==> config.mk <==
export PLATFORM = sky130hd
export DESIGN_NAME = uart_tx_fifo_flat
export DESIGN_NICKNAME = d
export VERILOG_FILES = /design/src/rtl/uart_tx_fifo_if.sv /design/src/rtl/uart_tx_fifo.sv /design/src/flat_wrapper.sv
export SDC_FILE = /design/constraint.sdc
export NUM_CORES = 1
export LEC_CHECK = 0
export CORE_MARGIN = 2
export CORE_UTILIZATION = 46
export DETAILED_ROUTE_END_ITERATION = 10
export GPL_ROUTABILITY_DRIVEN = 1
export MAX_ROUTING_LAYER = met4
export PLACE_DENSITY = 0.74
export REMOVE_ABC_BUFFERS = 1
export SYNTH_ARGS = -nofsm -noshare
export SYNTH_HDL_FRONTEND = slang
export SYNTH_SLANG_ARGS = --single-unit
==> constraint.sdc <==
create_clock -name clk -period 2.85 [get_ports clk]
set_input_delay 0.855 -clock clk [delete_from_list [all_inputs] [get_ports clk]]
set_output_delay 0.855 -clock clk [all_outputs]
set_load 0.05 [all_outputs]
==> src/rtl/uart_tx_fifo_if.sv <==
// uart_tx_fifo_if: groups the byte-write handshake and status/serial outputs of uart_tx_fifo.
//   din    byte to enqueue              (master -> slave)
//   wr     single-cycle write strobe    (master -> slave)
//   full   FIFO holds all entries       (slave -> master)
//   empty  FIFO holds no entries        (slave -> master)
//   busy   serialiser is mid-frame      (slave -> master)
//   ovf    sticky dropped-write flag    (slave -> master)
//   tx     registered serial line       (slave -> master)
interface uart_tx_fifo_if;
   logic [7:0] din;
   logic       wr;
   logic       full;
   logic       empty;
   logic       busy;
   logic       ovf;
   logic       tx;

   modport master (
      output din, wr,
      input  full, empty, busy, ovf, tx
   );

   modport slave (
      input  din, wr,
      output full, empty, busy, ovf, tx
   );
endinterface

==> src/rtl/uart_tx_fifo.sv <==
// uart_tx_fifo: buffered 8N1 UART transmitter. Bytes written through a single-cycle strobe
// are queued in a 2^FIFO_AW entry FIFO and serialised LSB first onto tx.
//   clk  system clock, rising edge
//   rst  asynchronous active-low reset; aborts any frame and flushes the FIFO
//   bus  uart_tx_fifo_if.slave: din/wr in; full/empty/busy/ovf/tx out
module uart_tx_fifo #(
   parameter int unsigned CLKS_PER_BIT = 434,
   parameter int unsigned FIFO_AW      = 3
) (
   input logic           clk,
   input logic           rst,
   uart_tx_fifo_if.slave bus
);

   localparam int unsigned Depth = 2 ** FIFO_AW;
   localparam int unsigned CntW  = (CLKS_PER_BIT > 1) ? $clog2(CLKS_PER_BIT) : 1;
   localparam logic [CntW-1:0]  BaudLast  = CntW'(CLKS_PER_BIT - 1);
   localparam logic [FIFO_AW:0] CountFull = Depth[FIFO_AW:0];

   typedef enum logic [1:0] {StIdle, StStart, StData, StStop} state_e;

   // ---------------------------------------------------------------- FIFO
   logic [7:0]         mem_q [Depth];
   logic [FIFO_AW-1:0] wr_ptr_q, rd_ptr_q;
   logic [FIFO_AW:0]   count_q, count_d;
   logic               ovf_q;
   logic               full, empty, push, pop;
   logic [7:0]         head;

   assign full  = (count_q == CountFull);
   assign empty = (count_q == '0);
   // Full is judged on the registered count, so a pop on the same edge never frees a slot.
   assign push  = bus.wr & ~full;
   assign head  = mem_q[rd_ptr_q];

   always_comb begin
      count_d = count_q;
      if (push && !pop) begin
         count_d = count_q + 1'b1;
      end else if (pop && !push) begin
         count_d = count_q - 1'b1;
      end
   end

   always_ff @(posedge clk or negedge rst) begin
      if (!rst) begin
         wr_ptr_q <= '0;
         rd_ptr_q <= '0;
         count_q  <= '0;
         ovf_q    <= 1'b0;
      end else begin
         if (push) begin
            wr_ptr_q <= wr_ptr_q + 1'b1;
         end
         if (pop) begin
            rd_ptr_q <= rd_ptr_q + 1'b1;
         end
         count_q <= count_d;
         if (bus.wr && full) begin
            ovf_q <= 1'b1;
         end
      end
   end

   // Storage needs no reset: entries are only read after being written.
   always_ff @(posedge clk) begin
      if (push) begin
         mem_q[wr_ptr_q] <= bus.din;
      end
   end

   // ---------------------------------------------------------- serialiser
   state_e          state_q, state_d;
   logic [CntW-1:0] baud_q, baud_d;
   logic [2:0]      bit_idx_q, bit_idx_d;
   logic [7:0]      shift_q, shift_d;
   logic            tx_q, tx_d;
   logic            busy_q, busy_d;
   logic            period_end;

   assign period_end = (baud_q == BaudLast);

   always_comb begin
      state_d   = state_q;
      baud_d    = baud_q + 1'b1;
      bit_idx_d = bit_idx_q;
      shift_d   = shift_q;
      tx_d      = tx_q;
      pop       = 1'b0;

      unique case (state_q)
         StIdle: begin
            tx_d   = 1'b1;
            baud_d = '0;
            if (!empty) begin
               pop     = 1'b1;
               shift_d = head;
               tx_d    = 1'b0;
               state_d = StStart;
            end
         end
         StStart: begin
            if (period_end) begin
               baud_d    = '0;
               tx_d      = shift_q[0];
               bit_idx_d = 3'd0;
               state_d   = StData;
            end
         end
         StData: begin
            if (period_end) begin
               baud_d = '0;
               if (bit_idx_q == 3'd7) begin
                  tx_d    = 1'b1;
                  state_d = StStop;
               end else begin
                  // Next bit is shift_q[1], i.e. bit 0 of the shifted value.
                  shift_d   = {1'b0, shift_q[7:1]};
                  tx_d      = shift_q[1];
                  bit_idx_d = bit_idx_q + 1'b1;
               end
            end
         end
         StStop: begin
            if (period_end) begin
               baud_d = '0;
               if (!empty) begin
                  // Chain straight into the next start bit, no idle gap.
                  pop     = 1'b1;
                  shift_d = head;
                  tx_d    = 1'b0;
                  state_d = StStart;
               end else begin
                  state_d = StIdle;
               end
            end
         end
         default: begin
            tx_d    = 1'b1;
            baud_d  = '0;
            state_d = StIdle;
         end
      endcase

      busy_d = (state_d != StIdle);
   end

   always_ff @(posedge clk or negedge rst) begin
      if (!rst) begin
         state_q   <= StIdle;
         baud_q    <= '0;
         bit_idx_q <= 3'd0;
         shift_q   <= 8'h00;
         tx_q      <= 1'b1;
         busy_q    <= 1'b0;
      end else begin
         state_q   <= state_d;
         baud_q    <= baud_d;
         bit_idx_q <= bit_idx_d;
         shift_q   <= shift_d;
         tx_q      <= tx_d;
         busy_q    <= busy_d;
      end
   end

   assign bus.full  = full;
   assign bus.empty = empty;
   assign bus.busy  = busy_q;
   assign bus.ovf   = ovf_q;
   assign bus.tx    = tx_q;

endmodule

==> src/flat_wrapper.sv <==
// flat-port wrapper written by rule: the top's interface ports become plain ports
module uart_tx_fifo_flat 
#(
   parameter int unsigned CLKS_PER_BIT = 434,
   parameter int unsigned FIFO_AW      = 3
)
  (clk, rst, bus_din, bus_wr, bus_full, bus_empty, bus_busy, bus_ovf, bus_tx);
  uart_tx_fifo_if bus_i ();
  input logic clk;
  input logic rst;
  input wire logic [$bits(bus_i.din)-1:0] bus_din;
  input wire logic [$bits(bus_i.wr)-1:0] bus_wr;
  output wire logic [$bits(bus_i.full)-1:0] bus_full;
  output wire logic [$bits(bus_i.empty)-1:0] bus_empty;
  output wire logic [$bits(bus_i.busy)-1:0] bus_busy;
  output wire logic [$bits(bus_i.ovf)-1:0] bus_ovf;
  output wire logic [$bits(bus_i.tx)-1:0] bus_tx;
  assign bus_i.din = bus_din;
  assign bus_i.wr = bus_wr;
  assign bus_full = bus_i.full;
  assign bus_empty = bus_i.empty;
  assign bus_busy = bus_i.busy;
  assign bus_ovf = bus_i.ovf;
  assign bus_tx = bus_i.tx;
  uart_tx_fifo #(.CLKS_PER_BIT(CLKS_PER_BIT), .FIFO_AW(FIFO_AW)) u_core (.clk(clk), .rst(rst), .bus(bus_i));
endmodule
==> results.cfg, run 1 <==
[synth]
synthDistinctLibCells = 46
netlist_area_um2 = 4390
postSynthCellCount = 285
yosysWarningCount = 0
synth.ff_latch_count = 99
synthArstFlopShare_pct = 35.4
synth_top_flop_cell = sky130_fd_sc_hd__edfxtp_1
netlist.top_cell.by_area = sky130_fd_sc_hd__edfxtp_1
synth_enable_flop_cells = 64
yosys.area.top_type_share_pct = 43.8
fraction_of_the_yosys_area_taken_by_sequential_cells_pct = 63.8
synth.top_cells.by_area = sky130_fd_sc_hd__edfxtp_1 44%, sky130_fd_sc_hd__dfrtp_1 19%, sky130_fd_sc_hd__mux4_1 6.6%
syn_avg_cell_area_um2 = 15.4

[min_path]
min_delay_path_depth = 1
hp-class = reg2reg
hold_end = u_core.bus.ovf
source_of_the_worst_hold_timing_path = u_core.bus.ovf

[floorplanning]
die_area_um2 = 10300
initial_utilization_pct = 47.5
num_io_pins = 16
core.rowCount = 35
die_w_um = 102
die_h_um = 102
coreArea_um2 = 9240

[sta]
hold_violations_final = 0
relSlewSlack_pct = 39.2
setup_ws_ns = 0.172
fin_skew_ns = 0.0100
timing.final.setup_violations = 0
final_max_slew_viol_count = 0
rsz0062_at_grt = no
fmax_mhz = 373
min_period_ns = 2.68
post-route-period-util_pct = 94.0
worst-slew-pin-transition_ns = 0.911

[detailed_routing]
dr_vias_cell = 5.31
routed-via-count = 2372
detail_route.drc_violations = 0
final_antenna_net_count = 0
post_drt_wl_per_cell_um = 15.6
drtIter0Drc = 90
first_pass_iters = 6
route.final.wire_length_mm = 6.98

[worst_setup_path]
crit_arrival_ns = 1.82
worstPathRequired_ns = 2.00
crit_start = u_core.count_q[2]
slowest_delay_ns = 0.61
worstSetupEndpointType = output port
critPathKind = reg2out
timing.critical_path.cells = or4_4 > inv_1 > buf_4 > buf_12
timing.critical_path.from_type = register
crit_fanout = 5
worstReg2RegEnd = u_core.count_q[3]
reg2reg_depth = 14
reg2reg_slack_ns = 0.21
crit_family = simple AND/OR/NAND/NOR gates
path_buf_inv = 3
crit-reg2reg-launch = u_core.baud_q[1]
timing.critical_path.slowest_stage_cell = sky130_fd_sc_hd__or4_4

[place]
worst_slack_at_placement_ns = -0.00232
place_hpwl_mm = 4.54
post_dp_cell_area_um2 = 4720
port-buffer-count = 15
gpl.final_weighted_congestion = 0.776

[run_status]
outcome = finished, final reports clean

[cts]
tritoncts_num_sinks = 99
max-clock-path-buffers = 2
cts_tree = yes
cts_made_buffers = 9
root_buffer = sky130_fd_sc_hd__clkbuf_8
cts_max_level = 3
worst_skew_pair.late_latency_ns = 0.37
clk_pin_slew_worst_paths_ns = 0.11
cts_hold_repair.buffers = 0

[layout]
flow.area_growth_from_synthesis_pct = 12.6
diodes = 0
postLayoutCellArea_um2 = 4940
final_layout_size_suffix_gt1_share_pct = 15.7
num-fill-cells = 753
finalNetCount = 339

[grt]
grt_first_pass_wirelength_mm = 11.5
grt_pass1_vias = 2314
antenna_found_initial = 0
grt_overflow = 0
grt_start_max_net_pins = 36
gr-usage-all-layers_pct = 15.4

[power_and_ir_drop]
powerDensity_nw_per_um2 = 920
overall_power_consumption_w = 0.00454
ir_drop_v = 0.000383
leakagePower_nw = 1.84

[run]
drv_cap = 0
[cell type report]
| type | instances | area [um2] | area share, % |
|---|---|---|---|
| repair buffers | 28 | 255 | 5.17 |
| flip-flops and latches | 99 | 2800 | 56.7 |
| clock buffers | 9 | 124 | 2.51 |
| multi-input cells | 168 | 1480 | 30.0 |
| inverters | 7 | 26.3 | 0.532 |
| clock inverters | 7 | 88.8 | 1.80 |
| well taps | 129 | 161 | 3.27 |
[worst max path at each step]
stage | cells after the start | end | slack, ns
finish | 4 | bus_empty | 0.17
global placement | 10 | u_core.count_q[3] | 0.04
floorplan | 10 | u_core.count_q[3] | -1.20
detailed placement | 10 | u_core.count_q[3] | -0.002
CTS | 14 | u_core.count_q[3] | 0.14
global route | 14 | u_core.count_q[3] | 0.04
[layer usage]
| metal | up-vias | wire length (um) | GRT usage [%] |
|---|---|---|---|
| li1 | 1132 | - | - |
| met1 | 1199 | 3140 | 18.9 |
| met2 | 33 | 3610 | 25.2 |
| met3 | 8 | 139 | 2.90 |
| met4 | 0 | 91 | 6.24 |
| met5 | - | 0 | - |
[Yosys cell counts (all sizes together) (3+ instances only)]
| library cell | number |
|---|---|
| a21o | 3 |
| a21oi | 6 |
| a22o | 3 |
| buf | 6 |
| clkbuf | 5 |
| dfrtp | 34 |
| edfxtp | 64 |
| ha | 14 |
| inv | 7 |
| mux2 | 9 |
| mux2i | 8 |
| mux4 | 16 |
| nand2 | 22 |
| nand2b | 5 |
| nand3 | 5 |
| nor2 | 24 |
| nor3 | 4 |
| o21ai | 15 |
| xnor2 | 10 |
| xor2 | 5 |
[timing repair]
item / 4_1_cts / 5_1_grt
resized for setup: 0 / 1
endpoints found under the setup margin: 0 / 1
buffers inserted: 0 / 0
[registers in the layout, summed over array words and instances, names as in the netlist]
signal	count
u_core.bus.tx	1
u_core.bus.busy	1
u_core.baud_q	9
u_core.shift_q	8
u_core.count_q	4
u_core.bus.ovf	1
u_core.wr_ptr_q	3
u_core.rd_ptr_q	3
u_core.mem_q	64
u_core.bit_idx_q	3
u_core.state_q	2
[power breakdown]
part,switching (W),internal (W)
clock network,0.000552,0.000360
registers,0.000253,0.00187
logic,0.000754,0.000759
[per-stage QoR]
stage	instances	hold WS, ns	TNS [ns]	utilization (%)
2_1_floorplan	274	0.448	-33.62	-
3_3_place_gp	431	0.442	0	51.1
3_5_place_dp	431	0.447	-0.00232	51.1
4_1_cts	447	0.474	0	53.4
5_1_grt	447	0.487	0	53.4
6_report	447	0.465	0	53.4
[layout by cell type, fill, tap and decap left out, types with 2 or more instances in the layout]
cell type                          n
sky130_fd_sc_hd__edfxtp_1         64
sky130_fd_sc_hd__dfrtp_1          34
sky130_fd_sc_hd__nor2_1           24
sky130_fd_sc_hd__nand2_1          22
sky130_fd_sc_hd__ha_1             14
sky130_fd_sc_hd__buf_4            14
sky130_fd_sc_hd__clkdlybuf4s50_1  13
sky130_fd_sc_hd__mux4_1           11
sky130_fd_sc_hd__o21ai_0          10
sky130_fd_sc_hd__xnor2_1          10
sky130_fd_sc_hd__clkbuf_8          9
sky130_fd_sc_hd__mux2_2            8
sky130_fd_sc_hd__mux2i_1           8
sky130_fd_sc_hd__inv_1             7
sky130_fd_sc_hd__a21oi_1           6
sky130_fd_sc_hd__nand3_1           5
sky130_fd_sc_hd__nand2b_1          5
sky130_fd_sc_hd__xor2_1            5
sky130_fd_sc_hd__mux4_2            5
sky130_fd_sc_hd__o21ai_1           5
sky130_fd_sc_hd__nor3_1            3
sky130_fd_sc_hd__a22o_1            3
sky130_fd_sc_hd__a21o_1            3
sky130_fd_sc_hd__o31ai_1           2
sky130_fd_sc_hd__clkinv_8          2
sky130_fd_sc_hd__inv_8             2
[cell families after synthesis]
| logic type | synth area share [%] |
|---|---|
| DFF | 63.8 |
| and+or+nand+nor | 7.44 |
| AOI/OAI and AO/OA | 5.53 |
| muxes | 13.3 |
| buffers and inverters | 2.48 |
| xor gates and xnor gates | 2.99 |
| adders and majority gates | 4.45 |
(Power assumes the default switching activity.)
==> inputs of run 2 (changes only) <==
--- a/config.mk
+++ b/config.mk
@@ -5,11 +5,11 @@
 export SDC_FILE = /design/constraint.sdc
 export NUM_CORES = 1
 export LEC_CHECK = 0
+export ABC_AREA = 1
 export CORE_MARGIN = 2
 export CORE_UTILIZATION = 46
 export DETAILED_ROUTE_END_ITERATION = 10
 export GPL_ROUTABILITY_DRIVEN = 1
-export MAX_ROUTING_LAYER = met4
 export PLACE_DENSITY = 0.74
 export REMOVE_ABC_BUFFERS = 1
 export SYNTH_ARGS = -nofsm -noshare
==> run 2 against run 1 <==
Against the previous run: sequential share of layout area is 1.3 points lower; largest power group unchanged; final area rose by 2.4%; largest cell class unchanged; clock power down 7.8%; core utilization fell by 1.2 points; routed wire length up 22%; highest routed layer unchanged; die area rose by 3.4%.
==> results.cfg, run 2 <==
[run_status]
outcome = finished, final reports clean

[power_and_ir_drop]
powerDensity_nw_per_um2 = 635
ir_drop_v = 0.000301
leakagePower_nw = 2.13
overall_power_consumption_w = 0.00321

[min_path]
hp-class = reg2reg

[detailed_routing]
post_drt_wl_per_cell_um = 13.9
routed-via-count = 3100
dr_vias_cell = 5.04
final_antenna_net_count = 0
route.final.wire_length_mm = 8.52
drtIter0Drc = 216
detail_route.drc_violations = 0
first_pass_iters = 5

[synth]
netlist.top_cell.by_area = sky130_fd_sc_hd__edfxtp_1
synth.top_cells.by_count = 132 x sky130_fd_sc_hd__nand2_1, 64 x sky130_fd_sc_hd__edfxtp_1, 55 x sky130_fd_sc_hd__nand3_1
fraction_of_the_yosys_area_taken_by_sequential_cells_pct = 61.6
synth_top_flop_cell = sky130_fd_sc_hd__edfxtp_1
yosys.area.top_type_share_pct = 42.3
synthArstFlopShare_pct = 35.4
synthMostInstantiatedCell = sky130_fd_sc_hd__nand2_1
synth.ff_latch_count = 99
synthDistinctLibCells = 32
synth.top_cells.by_area = sky130_fd_sc_hd__edfxtp_1 42%, sky130_fd_sc_hd__dfrtp_1 19%, sky130_fd_sc_hd__nand2_1 11%
syn_avg_cell_area_um2 = 10.0
postSynthCellCount = 454
synth_enable_flop_cells = 64
yosysWarningCount = 0
netlist_area_um2 = 4540

[layout]
finalNetCount = 503
area_of_the_multi_input_gates_um2 = 1580
final_design_utilization_pct = 52.2
diodes = 0
largest-register = u_core.mem_q
final_layout_size_suffix_gt1_share_pct = 11.4
reg_top3 = u_core.mem_q x64, u_core.baud_q x9, u_core.shift_q x8
most-common-layout-cells = 132 x sky130_fd_sc_hd__nand2_1, 64 x sky130_fd_sc_hd__edfxtp_1, 55 x sky130_fd_sc_hd__nand3_1
flow.area_growth_from_synthesis_pct = 11.4
most_common_cell_after_layout_fill_and_taps_aside = sky130_fd_sc_hd__nand2_1
seqCellArea_um2 = 2800
largest_register_ffs = 64
num-fill-cells = 841

[worst_setup_path]
crit_family = adder cells
critPathKind = reg2reg
worstPathRequired_ns = 3.11
crit_fanout = 8
slowest_delay_ns = 0.42
critical_path.most_common_cell = sky130_fd_sc_hd__nand2_1
timing.critical_path.from_type = register
timing.critical_path.cells = inv_1 > ha_1 > nand2_1 > nor2_2 > nand2_4 > o21bai_4 > nand3_2 > ha_1 > inv_2 > ha_1 > a21oi_2 > nand2_1 > a21oi_2 > o21ai_0 > nand2_1 > nand2_1
worstSetupEndpointType = register
timing.critical_path.slowest_stage_cell = sky130_fd_sc_hd__dfrtp_1
crit_arrival_ns = 2.86
path_buf_inv = 2

[place]
place_hpwl_mm = 5.59
worst_slack_at_placement_ns = -0.00960
gpl.final_weighted_congestion = 0.830
port-buffer-count = 15

[floorplanning]
initial_utilization_pct = 46.9
die_area_um2 = 10700
die_h_um = 103
core.rowCount = 36
die_w_um = 103
coreArea_um2 = 9680
num_io_pins = 16

[cts]
cts_made_buffers = 9
cts_max_level = 3
clk_pin_slew_worst_paths_ns = 0.10
cts_tree = yes
root_buffer = sky130_fd_sc_hd__clkbuf_8
worst_skew_pair.late_latency_ns = 0.36
tritoncts_num_sinks = 99
max-clock-path-buffers = 2
cts_hold_repair.buffers = 0

[grt]
grt_pass1_vias = 3034
grt_overflow = 0
gr-usage-all-layers_pct = 17.8
grt_start_max_net_pins = 36
grt_first_pass_wirelength_mm = 14.4
antenna_found_initial = 0

[sta]
timing.final.setup_violations = 0
fin_skew_ns = 0.0116
setup_ws_ns = 0.250
worst-slew-pin-transition_ns = 0.768
hold_violations_final = 0
final_max_slew_viol_count = 0
relSlewSlack_pct = 48.8
min_period_ns = 2.60
post-route-period-util_pct = 91.2
final.setup.tns_ns = 0
fmax_mhz = 385

[run]
drv_cap = 0
run 2: changes by cell type in the layout (fill, tap and decap cells not counted), moves of 6 or more:
| cell | change |
|---|---|
| sky130_fd_sc_hd__nand2_1 | +110 |
| sky130_fd_sc_hd__nor2_2 | +6 |
| sky130_fd_sc_hd__mux2i_1 | -8 |
| sky130_fd_sc_hd__mux2_2 | -7 |
| sky130_fd_sc_hd__inv_1 | +16 |
| sky130_fd_sc_hd__mux4_1 | -11 |
| sky130_fd_sc_hd__nand3_1 | +50 |
| sky130_fd_sc_hd__nor2_1 | +26 |
| sky130_fd_sc_hd__inv_2 | +6 |
| sky130_fd_sc_hd__xnor2_1 | -7 |
run 2: final cells by class:
cell class              count  area share, %
clock buffers               9           2.45
clock inverters             7           1.16
inverters                  29           2.15
multi-input cells         312           31.2
flip-flops and latches     99           55.4
well taps                 133           3.29
repair buffers             26           4.43
run 2: kinds of logic (layout without fill, tap and decap cells):
| kind of cell | after synthesis | after routing | synth area share [%] |
|---|---|---|---|
| DFF | 99 | 99 | 61.6 |
| AOI/OAI and AO/OA | 27 | 27 | 3.28 |
| muxes | 1 | 1 | 0.248 |
| adders and majority gates | 15 | 15 | 4.30 |
| buffers and inverters | 43 | 71 | 4.00 |
| xor gates and xnor gates | 7 | 7 | 1.35 |
| and+or+nand+nor | 262 | 262 | 25.2 |
run 2: through the flow:
step,instance area [um2],instances,hold WS [ns]
2_1_floorplan,4470,440,0.450
3_3_place_gp,4860,599,0.439
3_5_place_dp,4860,599,0.459
4_1_cts,5040,615,0.480
5_1_grt,5060,615,0.498
6_report,5060,615,0.467
run 2: what timing repair did:
action	4_1_cts	5_1_grt
endpoints found under the hold margin	0	0
setup buffers	0	0
pin swaps	0	1
setup endpoints to repair	1	1
gates resized for setup	1	4
run 2: power breakdown:
part,internal [W],switching (W)
logic,0.000201,0.000360
clock network,0.000334,0.000506
registers,0.00173,0.0000833
total,0.00226,0.000950
run 2: layer usage:
metal | part of all wire, % | vias up | wire (um) | track usage (%)
li1 | - | 1559 | - | -
met1 | 41 | 1448 | 3510 | 22.3
met2 | 52 | 83 | 4430 | 30.1
met3 | 5.5 | 10 | 466 | 3.49
met4 | 1.3 | 0 | 113 | 7.89
met5 | 0 | - | 0 | 0
run 2: path summary, 6_finish.rpt:
path / slack [ns] / endpoint / startpoint / depth (start not counted)
min: 0.47 / u_core.bus.ovf / u_core.bus.ovf / 1
min in group asynchronous: 0.55 / u_core.baud_q[7] / rst / 1
max: 0.25 / u_core.count_q[3] / u_core.baud_q[1] / 16
max reg2reg: 0.25 / u_core.count_q[3] / u_core.baud_q[1] / 16
max in group asynchronous: 1.80 / u_core.count_q[0] / rst / 1
min reg2reg: 0.47 / u_core.bus.ovf / u_core.bus.ovf / 1
